## src/rtl/decode_stage.sv

```systemverilog
// decode_stage: registered RV32I/RV64I decode between fetch and execute.
// The instruction word is decoded combinationally into control fields and an
// XLEN-wide immediate, then captured in one output register guarded by a
// valid/ready handshake. Illegal words deliver a cleared bundle with
// out_illegal set, and a saturating counter tallies delivered illegal words.
module decode_stage #(
    parameter int XLEN  = 32,
    parameter int CNT_W = 16
) (
    input  logic             clk,
    input  logic             rst,
    input  logic             in_valid,
    output logic             in_ready,
    input  logic [31:0]      in_instr,
    input  logic [XLEN-1:0]  in_pc,
    input  logic             flush,
    output logic             out_valid,
    input  logic             out_ready,
    output logic [XLEN-1:0]  out_pc,
    output logic [4:0]       out_rd,
    output logic [4:0]       out_rs1,
    output logic [4:0]       out_rs2,
    output logic [2:0]       out_funct3,
    output logic [6:0]       out_funct7,
    output logic [XLEN-1:0]  out_imm,
    output logic             out_op1_sel,
    output logic             out_op2_sel,
    output logic             out_reg_write_en,
    output logic [1:0]       out_wb_sel,
    output logic             out_mem_write,
    output logic             out_mem_rd_sign_extend,
    output logic [1:0]       out_pc_sel,
    output logic             out_ecall_break,
    output logic             out_illegal,
    output logic [CNT_W-1:0] illegal_count
);

    generate
        if (XLEN != 32 && XLEN != 64) begin : g_bad_xlen
            $error("decode_stage: XLEN must be 32 or 64");
        end
    endgenerate

    localparam bit IS64 = (XLEN == 64);

    logic [6:0]  opcode;
    logic [2:0]  f3;
    logic [31:0] imm_i, imm_s, imm_b, imm_u, imm_j;

    assign opcode = in_instr[6:0];
    assign f3     = in_instr[14:12];
    assign imm_i  = {{20{in_instr[31]}}, in_instr[31:20]};
    assign imm_s  = {{20{in_instr[31]}}, in_instr[31:25], in_instr[11:7]};
    assign imm_b  = {{19{in_instr[31]}}, in_instr[31], in_instr[7],
                     in_instr[30:25], in_instr[11:8], 1'b0};
    assign imm_u  = {in_instr[31:12], 12'b0};
    assign imm_j  = {{11{in_instr[31]}}, in_instr[31], in_instr[19:12],
                     in_instr[20], in_instr[30:21], 1'b0};

    logic [4:0]  d_rd, d_rs1, d_rs2;
    logic [2:0]  d_funct3;
    logic [6:0]  d_funct7;
    logic [31:0] d_imm32;
    logic        d_op1_sel, d_op2_sel, d_reg_write_en, d_mem_write;
    logic        d_sign_ext, d_ecall_break, d_illegal;
    logic [1:0]  d_wb_sel, d_pc_sel;

    // Decode the incoming word; illegal words end up with every control field cleared.
    always_comb begin
        d_rd = 5'd0; d_rs1 = 5'd0; d_rs2 = 5'd0;
        d_funct3 = 3'd0; d_funct7 = 7'd0; d_imm32 = 32'd0;
        d_op1_sel = 1'b0; d_op2_sel = 1'b0; d_reg_write_en = 1'b0;
        d_wb_sel = 2'b00; d_mem_write = 1'b0; d_sign_ext = 1'b0;
        d_pc_sel = 2'd0; d_ecall_break = 1'b0; d_illegal = 1'b0;
        case (opcode)
            7'h03: begin
                d_rd = in_instr[11:7]; d_rs1 = in_instr[19:15]; d_funct3 = f3;
                d_imm32 = imm_i; d_op1_sel = 1'b1; d_reg_write_en = 1'b1;
                d_sign_ext = ~f3[2];
                d_illegal = (f3 == 3'b111) || (!IS64 && (f3 == 3'b011 || f3 == 3'b110));
            end
            7'h23: begin
                d_rs1 = in_instr[19:15]; d_rs2 = in_instr[24:20]; d_funct3 = f3;
                d_imm32 = imm_s; d_op1_sel = 1'b1; d_mem_write = 1'b1;
                d_illegal = IS64 ? (f3 > 3'b011) : (f3 > 3'b010);
            end
            7'h13, 7'h1B: begin
                d_rd = in_instr[11:7]; d_rs1 = in_instr[19:15]; d_funct3 = f3;
                d_funct7 = (f3 == 3'b001 || f3 == 3'b101) ? in_instr[31:25] : 7'd0;
                d_imm32 = imm_i; d_op1_sel = 1'b1; d_wb_sel = 2'b01;
                d_reg_write_en = 1'b1;
                d_illegal = (opcode == 7'h1B) && !IS64;
            end
            7'h33, 7'h3B: begin
                d_rd = in_instr[11:7]; d_rs1 = in_instr[19:15]; d_rs2 = in_instr[24:20];
                d_funct3 = f3; d_funct7 = in_instr[31:25];
                d_op1_sel = 1'b1; d_op2_sel = 1'b1; d_wb_sel = 2'b01;
                d_reg_write_en = 1'b1;
                d_illegal = (opcode == 7'h3B) && !IS64;
            end
            7'h17: begin
                d_rd = in_instr[11:7]; d_imm32 = imm_u; d_wb_sel = 2'b01;
                d_reg_write_en = 1'b1;
            end
            7'h37: begin
                d_rd = in_instr[11:7]; d_imm32 = imm_u; d_op1_sel = 1'b1;
                d_wb_sel = 2'b01; d_reg_write_en = 1'b1;
            end
            7'h63: begin
                d_rs1 = in_instr[19:15]; d_rs2 = in_instr[24:20]; d_funct3 = f3;
                d_imm32 = imm_b; d_op1_sel = 1'b1; d_op2_sel = 1'b1; d_pc_sel = 2'd1;
            end
            7'h6F: begin
                d_rd = in_instr[11:7]; d_imm32 = imm_j; d_wb_sel = 2'b10;
                d_reg_write_en = 1'b1; d_pc_sel = 2'd1;
            end
            7'h67: begin
                d_rd = in_instr[11:7]; d_rs1 = in_instr[19:15]; d_imm32 = imm_i;
                d_op1_sel = 1'b1; d_wb_sel = 2'b10; d_reg_write_en = 1'b1;
                d_pc_sel = 2'd2;
                d_illegal = (f3 != 3'b000);
            end
            7'h73: begin
                d_ecall_break = (in_instr == 32'h0000_0073) || (in_instr == 32'h0010_0073);
                d_illegal = !d_ecall_break;
            end
            default: d_illegal = 1'b1;
        endcase
        if (d_illegal) begin
            d_rd = 5'd0; d_rs1 = 5'd0; d_rs2 = 5'd0;
            d_funct3 = 3'd0; d_funct7 = 7'd0; d_imm32 = 32'd0;
            d_op1_sel = 1'b0; d_op2_sel = 1'b0; d_reg_write_en = 1'b0;
            d_wb_sel = 2'b00; d_mem_write = 1'b0; d_sign_ext = 1'b0;
            d_pc_sel = 2'd0; d_ecall_break = 1'b0;
        end
    end

    logic accept;
    assign in_ready = !flush && (!out_valid || out_ready);
    assign accept   = in_valid && in_ready;

    // Output register: load on accept, drop on flush or on a consumed bundle.
    always_ff @(posedge clk or posedge rst) begin
        if (rst) begin
            out_valid <= 1'b0; out_pc <= '0;
            out_rd <= 5'd0; out_rs1 <= 5'd0; out_rs2 <= 5'd0;
            out_funct3 <= 3'd0; out_funct7 <= 7'd0; out_imm <= '0;
            out_op1_sel <= 1'b0; out_op2_sel <= 1'b0; out_reg_write_en <= 1'b0;
            out_wb_sel <= 2'b00; out_mem_write <= 1'b0; out_mem_rd_sign_extend <= 1'b0;
            out_pc_sel <= 2'd0; out_ecall_break <= 1'b0; out_illegal <= 1'b0;
        end else if (flush) begin
            out_valid <= 1'b0;
        end else if (accept) begin
            out_valid <= 1'b1; out_pc <= in_pc;
            out_rd <= d_rd; out_rs1 <= d_rs1; out_rs2 <= d_rs2;
            out_funct3 <= d_funct3; out_funct7 <= d_funct7;
            out_imm <= XLEN'($signed(d_imm32));
            out_op1_sel <= d_op1_sel; out_op2_sel <= d_op2_sel;
            out_reg_write_en <= d_reg_write_en; out_wb_sel <= d_wb_sel;
            out_mem_write <= d_mem_write; out_mem_rd_sign_extend <= d_sign_ext;
            out_pc_sel <= d_pc_sel; out_ecall_break <= d_ecall_break;
            out_illegal <= d_illegal;
        end else if (out_ready) begin
            out_valid <= 1'b0;
        end
    end

    // Count illegal bundles as they are consumed, sticking at all-ones.
    always_ff @(posedge clk or posedge rst) begin
        if (rst) begin
            illegal_count <= '0;
        end else if (out_valid && out_ready && out_illegal &&
                     (illegal_count != {CNT_W{1'b1}})) begin
            illegal_count <= illegal_count + CNT_W'(1);
        end
    end

endmodule

```

## config.mk

```make
export PLATFORM = sky130hd
export DESIGN_NAME = decode_stage
export DESIGN_NICKNAME = d
export VERILOG_FILES = /design/src/rtl/decode_stage.sv
export SDC_FILE = /design/constraint.sdc
export NUM_CORES = 1
export LEC_CHECK = 0
export CORE_MARGIN = 2
export CORE_UTILIZATION = 40
export DETAILED_ROUTE_END_ITERATION = 10
export GPL_TIMING_DRIVEN = 0
export MAX_ROUTING_LAYER = met4
export PLACE_DENSITY = 0.8
export SYNTH_ARGS = -nofsm -noshare
export SYNTH_HDL_FRONTEND = slang
export SYNTH_SLANG_ARGS = --single-unit
```

## constraint.sdc

```tcl
create_clock -name clk -period 8.1 [get_ports clk]
set_input_delay 1.62 -clock clk [delete_from_list [all_inputs] [get_ports clk]]
set_output_delay 1.62 -clock clk [all_outputs]
set_load 0.05 [all_outputs]
```

Word level (Yosys, flattened, before mapping)
Cells that the tools add are included.
{"block": "word_totals", "register_bits": 117, "input_bits": 69, "output_inout_bits": 118}
{"block": "op_classes", "n_addsub": 1, "order_cmp": 1, "eq_ne": 20, "muxes": 33, "bitwise": 2, "n_reduce_logical": 30}
{"cell": "32-bit one-hot mux with 5 select lines", "count": 1}
{"cell": "32-bit by 21-bit == test with 1-bit output, second input constant", "count": 1}
{"cell": "32-bit by 7-bit == test with 1-bit output, second input constant", "count": 1}
{"cell": "32-bit two-way mux", "count": 1}
{"cell": "5-bit two-way mux", "count": 6}
{"cell": "7-bit by 6-bit == test with 1-bit output, second input constant", "count": 4}
{"cell": "7-bit == test, second input constant", "count": 4}
{"cell": "7-bit by 5-bit == test with 1-bit output, second input constant", "count": 3}
{"cell": "9-bit OR reduction", "count": 2}
{"cell": "16-bit by 1-bit adder with 16-bit output, second input constant", "count": 1}
{"cell": "16-bit inequality test, second input constant", "count": 1}
{"cell": "1-bit two-way mux", "count": 15}
{"cell": "7-bit two-way mux", "count": 2}
{"cell": "7-bit one-hot mux with 2 select lines", "count": 1}
{"cell": "4-bit OR reduction", "count": 3}
{"cell": "2-bit OR reduction", "count": 5}
{"cell": "3-bit == test, second input constant", "count": 3}
{"cell": "2-bit one-hot mux with 2 select lines", "count": 2}
{"cell": "8-bit OR reduction", "count": 1}
{"cell": "7-bit by 2-bit == test with 1-bit output, second input constant", "count": 1}
{"cell": "1-bit one-hot mux with 7 select lines", "count": 1}
{"cell": "7-bit OR reduction", "count": 1}
{"cell": "3-bit two-way mux", "count": 2}
{"cell": "3-bit nonzero test", "count": 2}
{"cell": "other kinds (11)", "count": 23}

Depth between registers and ports, before layout
Gate-level depths: netlist of the first run.
{"block": "logic_depth", "ltp_word": 6, "depth_mapped": 8, "ltp_nobuf": 6}

Worst setup path after synthesis of the first run
No wires, ideal clock.
{"block": "synth_timing", "kind": "input -> output", "startpoint": "input port out_ready", "endpoint": "output port in_ready", "t_arrival_ns": 2.305, "required_ns": 6.480, "setup_slack_ns": 4.175, "cell_stages": 2, "path_buffers": 0, "path_cell_list": "nor2b_1 > nor2_1"}
{"block": "synth_via", "elab_chain_len": 2}
{"item": "from (decl)", "line_no": "18", "source": "input logic out_ready,"}
{"item": "1-bit logical OR", "line_no": "139", "source": "assign in_ready = !flush && (!out_valid || out_ready);"}
{"item": "1-bit logical AND", "line_no": "139"}
{"item": "to (decl)", "line_no": "13", "source": "output logic in_ready,"}
Every way passes these cells.

Worst setup path in the final report of the first run
Same ends and word-level chain as after synthesis.

==> impl_summary.md, run 1 <==
Status
The flow ran to the end, and the final reports show no timing, DRC or antenna violations.

Global route
Across every metal layer, demand over resource in global routing totals 24.4%. The initial antenna violation count was 0. Entering global routing, the biggest net connects 70 pins. The remaining global-route overflow is 0. The first global-routing pass estimated between 20 and 30 mm of wire. The number of global-route vias before repair was 4976.

Clocking
Once the clock tree was built, the setup fixing pass inserted 0 buffers. The maximum clock insertion buffer count is 2. After clock tree synthesis, the clock-pin slew on the worst setup and hold paths is ~0.050 ns. The cell sitting at the root of the clock tree is a clkbuf_16. TritonCTS built the clock tree. The later pin in the worst-skew pair is clocked with a latency of 0.41 ns. Buffers inserted during clock tree synthesis total 17. Hold repair after CTS inserted 0 buffers.

The H-tree was split into 4 levels. After clock tree synthesis, the repair step resized 0 gates. For this design, the sink count on the clock tree is about 120.

Power and ir drop
Sequential cells burn 36.4% of the power. The leakage power summed over all cells is 3.53 nW. The worst voltage drop across the vdd grid is 0.127 mV. Internal power comes to 1.25 mW. The analysis attributes to net switching a power of roughly 560 uW.

The total power density per cell area is 227 nW/um^2. The part of the total power dissipated in the clock network is a little over two fifths. Combinational logic burns between 20% and 30% of the power. Of the total power, the share spent switching nets is 30.8%.

Layout
The filler cells instantiated in the layout total between 1000 and 1500. The signed area change from the synthesized netlist to the final layout is 50.9%. The top cell types in the final layout, fill and taps aside, are 184 x clkdlybuf4s50_1, 134 x nand2_1, 117 x dfrtp_1. The post-route netlist has roughly a tenth of its cells at a drive strength greater than 1. The commonest non-fill, non-tap cell in the layout is clkdlybuf4s50_1. At the end of the flow, the number of nets in the layout was 797.

The area taken by flip-flops and latches is 2930 um^2. Summing all multi-input logic gate instances after layout gives ~2200 um^2. 0 antenna diodes ended up in the layout.

Yosys
The mapped netlist covers 5270 um^2. The total number of yosys warnings is 0. The sequential element share of the synthesized area is 55.6%. The number of cells produced by synthesis is between 500 and 600. In this run the mean area of a mapped cell was 10.1 um^2. The predominant post-synthesis flop cell is dfrtp_1.

In this run, synthesis inferred 0 flip-flops with an integrated enable. The synthesized design contains 117 register bits. The number of nets in the synthesized netlist is about 590.

The async set-reset flop share out of synthesis is 100%. The count of different cell masters after synthesis is 56.

Route
The length of the first detailed-routing pass in iterations is 5. The per-cell routed wire length is between 15 and 20 um. The vias after detailed routing is 4857. In the routed layout, each cell is associated on average with a via count of 5.33. The first routing iteration left 406 violations. The post-detailed-route DRC marker count is 0.

The residual antenna-violating net count after detailed routing is 0. The routed design has 16.3 mm of wire.

Timing
Setup repair after global routing left no endpoint under its margin. The total negative slack is 0 ns. The slew at the pin closest to its max-slew limit is 0.923 ns. The final critical-path required period is 4.74 ns. The clock tree skew after final layout is 0.00656 ns.

The final count of pins violating max slew is 0. For this run, the top clock speed supported by timing is between 200 and 250 MHz. In this run the tightest slew margin relative to its limit is 37.9%. The number of failing hold endpoints at the final stage is 0. Setup violations remaining at the end of the flow were counted as 0. The setup slack after layout is about 3.4 ns. The worst path uses between 50% and 60% of the clock period.

Floorplanning
Once the floorplan was initialized, standard cells occupied about two fifths of the core. The initialized floorplan defines 41 standard-cell rows. The total die area is 14100 um^2. The core area is 12700 um^2. Measured along the x axis, the die boundary spans 119 um. The I/O pin count is 187. The die extent in y is 119 um.

Placement
The HPWL after detailed placement is 11.9 mm. At the end of routability-driven placement, the weighted congestion stood at 0.911. The number of buffer cells added on primary ports is ~180.

At the placement stage, the worst setup path has a slack of between 3 and 4 ns.

Worst setup path
Along the worst path, the maximum fanout reaches 4. The length in cells of the worst reg-to-reg path is 6. For the worst setup path, the data required time is 6.48 ns. The most frequent cell on the critical path is clkdlybuf4s50_1.

The slowest stage of the critical path belongs to the cell clkdlybuf4s50_1. For the worst setup path, the data arrival time is 3.12 ns. STA classifies the critical path startpoint as a primary input.

The launch point of the worst reg-to-reg path is out_valid. The kind of end point of the critical path is a primary output. The capturing instance or port of the critical path is in_ready. The setup check on the worst reg-to-reg path leaves a slack of 5.84 ns. The endpoint of the lowest-slack register-to-register path is out_rd[1]. Traced cell by cell, the critical path runs through clkdlybuf4s50_1 -> nor2b_1 -> nor2_1 -> clkdlybuf4s50_1. The launch point of the critical path is out_ready. The critical setup path kind is in -> out. The longest individual stage delay on the worst path is 0.82 ns.

Min path
The type of the tightest min-delay check is reg -> reg.

Flow run
Across the run, the number of max-cap violations was 0.
## cells by family after synthesis
family	share of synthesized area, %
DFF	55.6
adders and majority gates	0.237
muxes	0.404
xor gates and xnor gates	2.33
and+or+nand+nor	20.3
AOI/OAI and AO/OA	17.9
buffers and inverters	3.28
## power groups by stage
stage / registers [mW] / logic (mW) / clock network, mW
after floorplan: 0.806 / 0.0906 / 0
after global placement: 0.664 / 0.382 / 0
after detailed placement: 0.667 / 0.390 / 0
after CTS: 0.657 / 0.392 / 0.770
after global routing: 0.664 / 0.413 / 0.797
final: 0.658 / 0.390 / 0.760
## final cells by class
cell class / count / share of cell area [%]
multi-input cells: 368 / 27.3
plain buffers: 32 / 1.89
clock buffers: 19 / 5.57
clock inverters: 12 / 1.95
repair buffers: 185 / 23.5
inverters: 6 / 0.315
flip-flops and latches: 117 / 36.8
well taps: 172 / 2.71
## worst max-delay path: cells and delay by family
family	cells	cell delay, ns
buf+inv	2	1.32
simple gates	2	0.18
## synth_stat cells, drive strengths merged (2+ instances only)
cell,count,area (um^2)
a21o,2,15.0
a21oi,30,150
a221oi,3,26.3
a22o,32,280
a22oi,4,30.0
a31oi,3,18.8
a32o,8,80.1
and2,3,18.8
and3,5,31.3
and4,3,26.3
and4b,2,20.0
buf,11,70.1
clkbuf,21,80.1
dfrtp,117,2930
inv,6,22.5
nand2,134,503
nand2b,5,31.3
nand3,12,60.1
nand3b,2,15.0
nand4,2,12.5
nor2,26,97.6
nor2b,8,57.6
nor3,7,35.0
nor3b,2,20.0
nor4,7,65.1
o21a,2,15.0
o21ai,33,240
or3,2,12.5
or3b,2,20.0
xnor2,5,43.8
xor2,9,78.8
## sequential cells by signal, summed over array words and instances, names as in the netlist, 2 cells and up
register and flops:
out_funct3 3, out_pc 32, out_funct7 7, illegal_count 16, out_rs2 5, out_rd 5, out_wb_sel 2, out_pc_sel 2
out_imm 32, out_rs1 5
## worst min path at each step
| stage | from | endpoint | slack (ns) | depth (start not counted) |
|---|---|---|---|---|
| floorplan | out_pc[0] | out_pc[0] | 0.74 | 2 |
| global placement | out_pc[5] | out_pc[5] | 0.46 | 2 |
| detailed placement | out_pc[3] | out_pc[3] | 0.46 | 2 |
| CTS | out_ecall_break | out_ecall_break | 0.48 | 2 |
| global route | out_pc[2] | out_pc[2] | 0.50 | 2 |
| finish | out_pc[25] | out_pc[25] | 0.47 | 2 |
## stage by stage
step                      area, um^2  power, mW  hold WS, ns  instances  utilization, %
after floorplan                 5270      0.896        0.745        523               -
after global placement          7330       1.05        0.458        879            57.6
after detailed placement        7360       1.06        0.463        880            57.8
after CTS                       7960       1.82        0.477        911            62.5
after global routing            7960       1.87        0.496        911            62.5
final                           7960       1.81        0.473        911            62.5
## routing by layer
layer	share of wire [%]	GRT usage, %	vias up
li1	-	-	2255
met4	1.4	6.47	0
met1	43	30.2	2380
met2	50	40.4	200
met3	5.8	5.60	22
met5	0	-	-
No activity file was read; power rests on OpenSTA's default activity.
==> inputs of run 2 (changes only) <==
- PLACE_DENSITY: 0.8 -> 0.82
- clock period: 8.1 -> 4.2 ns (I/O delays scaled with it)
==> run 2 against run 1 <==
Sequential share of layout area up 0.26 points. Sequential power up 93%. Non-clock buffer count unchanged. Final cell count down 0.22%. Critical path depth unchanged. Routed wire length up 0.33%. Global-route usage up 0.13 points. Clock power up 74%. Setup slack worse by 2.3 ns. Clock-buffer cell count up 5. Largest cell class unchanged.
==> impl_summary.md, run 2 (same netlist as run 1, synthesis figures left out) <==
Status
The flow ran to the end, and the final reports show no timing, DRC or antenna violations.

Timing
The final critical-path required period is 3.17 ns. The total negative slack is 0 ns. The number of failing hold endpoints at the final stage is 0. Headroom to the max-slew limit came out at 41.1%. The final count of pins violating max slew came to 0. Setup repair after global routing left no endpoint under its margin. Clock skew on the completed layout was measured at 0.00474 ns. At the pin with the least slew margin, the transition time is around 0.88 ns.

The period utilization is around 75%. The fmax is 315 MHz. The final number of setup-violating endpoints is 0.

Placement
The HPWL after detailed placement is 12.1 mm. The number of buffer cells added on primary ports is 184. Routability-driven placement finished with a final weighted congestion of 0.881.

Power and ir drop
Power spread over the standard cell area amounts to about 420 nW/um^2. The leakage power summed over all cells is 3.53 nW. The total power of the final layout is 3.35 mW. The worst voltage drop across the vdd grid is 0.257 mV.

Layout
The number of nets in the layout is around 800. The repair_antennas step left the layout with diodes totalling 0. The area growth from synthesis to layout is 49.9%. In the layout the commonest cells are 184 x clkdlybuf4s50_1, 134 x nand2_1, 117 x dfrtp_1. The area taken by flip-flops and latches is ~2900 um^2. The commonest non-fill, non-tap cell in the layout is clkdlybuf4s50_1. The fraction of final layout cells sized beyond drive strength 1 is 9.23%.

In the final layout, the multi-input gates occupy 2170 um^2. The number of filler instances in the final layout is 1039. In the final layout, the registers with the most flip-flops are out_imm: 32 flops, out_pc: 32 flops, illegal_count: 16 flops.

Global route
The largest net degree at the start of global routing is 63. The global routing stage identified its most utilized layer as met2. The global routing usage on met1 is 30.5%. The total overflow left after global routing is 0.

Global routing consumed, over all layers together, ~25% of the routing resources. The initial antenna violation count is 0. In the global route stage, met2 resource usage came out at 39.4%. The met3 track demand over resource in global routing is 6.08%. The number of global-route vias before repair is 4961. The first global-routing pass estimated between 20 and 30 mm of wire.

Worst setup path
In this run the worst setup path terminates at in_ready. The critical setup path kind is in -> out. The startpoint type of the worst setup path is a primary input. The most critical setup path has its startpoint at out_ready. In this run the worst path has a maximum fanout of 4. Data on the critical path arrives at its endpoint at 2.33 ns. In this run the critical register-to-register path is launched from out_valid. The critical path required time is 3.36 ns. The setup slack of the worst register-to-register path is between 2 and 2.5 ns. The length in cells of the worst reg-to-reg path is 6.

STA classifies the critical path endpoint as a primary output. The endpoint identified for the worst register-to-register timing path is out_rd[1].

Min path
The worst hold path belongs to the class reg -> reg.

Route
The final routed wirelength across all metal layers is 16.3 mm. The per-cell routed wire length is 18.0 um. After detailed routing, the number of remaining DRC violations is 0. Detailed routing inserted a total of 4895 vias. Once detail routing completed, the nets flagged for antenna violations numbered 0.

The length of the first detailed-routing pass in iterations is 5. Using the TritonRoute via totals, the vias-per-cell ratio works out to between 5 and 6. The number of design-rule violations left by the first detailed-router iteration is 385.

Clocking
The TritonCTS clock tree is done. The root buffer selected by CTS is clkbuf_16. The number of clock buffers inserted by TritonCTS is 17. The clock net in this run drives a total of 117 sinks. The register clock-pin slew on the reported worst setup and hold paths is 0.05 ns.

The maximum clock insertion buffer count is 2. The H-tree was split into 4 levels. For this design, the CTS-stage hold fixing added 0 buffers. The count of cells resized by post-cts repair is 0. The number of setup buffers added after CTS is 0. The clock insertion delay at the later pin of the skew report is 0.41 ns.

Floorplanning
Once the floorplan was initialized, standard cells occupied between 40% and 50% of the core. The die extent in y is around 120 um. The total die area is 14100 um^2.

After floorplanning, the core was sized to cover 12700 um^2. The floorplan has 41 rows. In this run the count of I/O pins placed on the die edge is roughly 190.

The die is 119 um wide.

Flow run
The number of violations of the max-capacitance limit is 0.
==> run 2: metrics by stage <==
step           utilization [%]  setup WS, ns  instance area (um^2)  instances  hold slack, ns
3_5_place_dp              57.8         0.959                  7360        880           0.461
4_1_cts                   62.1          1.03                  7900        909           0.474
5_1_grt                   62.1         0.996                  7900        909           0.493
6_report                  62.1          1.03                  7900        909           0.473
3_3_place_gp              57.6         -1.25                  7330        879           0.457
2_1_floorplan                -         0.259                  5270        523           0.745
==> run 2: critical path, cell delays in order <==
cell and delay (ns):
clkdlybuf4s50_1 0.52, nor2b_1 0.07, nor2_1 0.09, clkdlybuf4s50_1 0.81
==> run 2: cell type report <==
type                    instances  share of cell area [%]
flip-flops and latches        117                    37.1
clock buffers                  24                    6.23
repair buffers                185                    23.7
plain buffers                  32                    1.90
inverters                       6                   0.317
clock inverters                 5                   0.634
multi-input cells             368                    27.5
well taps                     172                    2.72
==> run 2: per-layer routing <==
layer,up-vias,wire length (um)
met4,0,268
met3,27,1010
met2,198,8180
li1,2241,-
met5,-,0
met1,2429,6870
==> run 2: power breakdown <==
part           internal (mW)  leakage [nW]  total (mW)  switching [mW]
registers               1.21          1.56        1.27          0.0622
clock network          0.859         0.272        1.32           0.461
logic                  0.261          1.69       0.757           0.496
total                   2.33          3.53        3.35            1.02
==> run 2: worst min path at each step <==
| stage | startpoint | endpoint | slack (ns) | cells past startpoint |
|---|---|---|---|---|
| after CTS | out_pc[1] | out_pc[1] | 0.47 | 2 |
| final | out_pc[5] | out_pc[5] | 0.47 | 2 |
| after floorplan | out_pc[0] | out_pc[0] | 0.74 | 2 |
| after detailed placement | out_pc[1] | out_pc[1] | 0.46 | 2 |
| after global routing | out_pc[11] | out_pc[11] | 0.49 | 2 |
| after global placement | out_pc[25] | out_pc[25] | 0.46 | 2 |
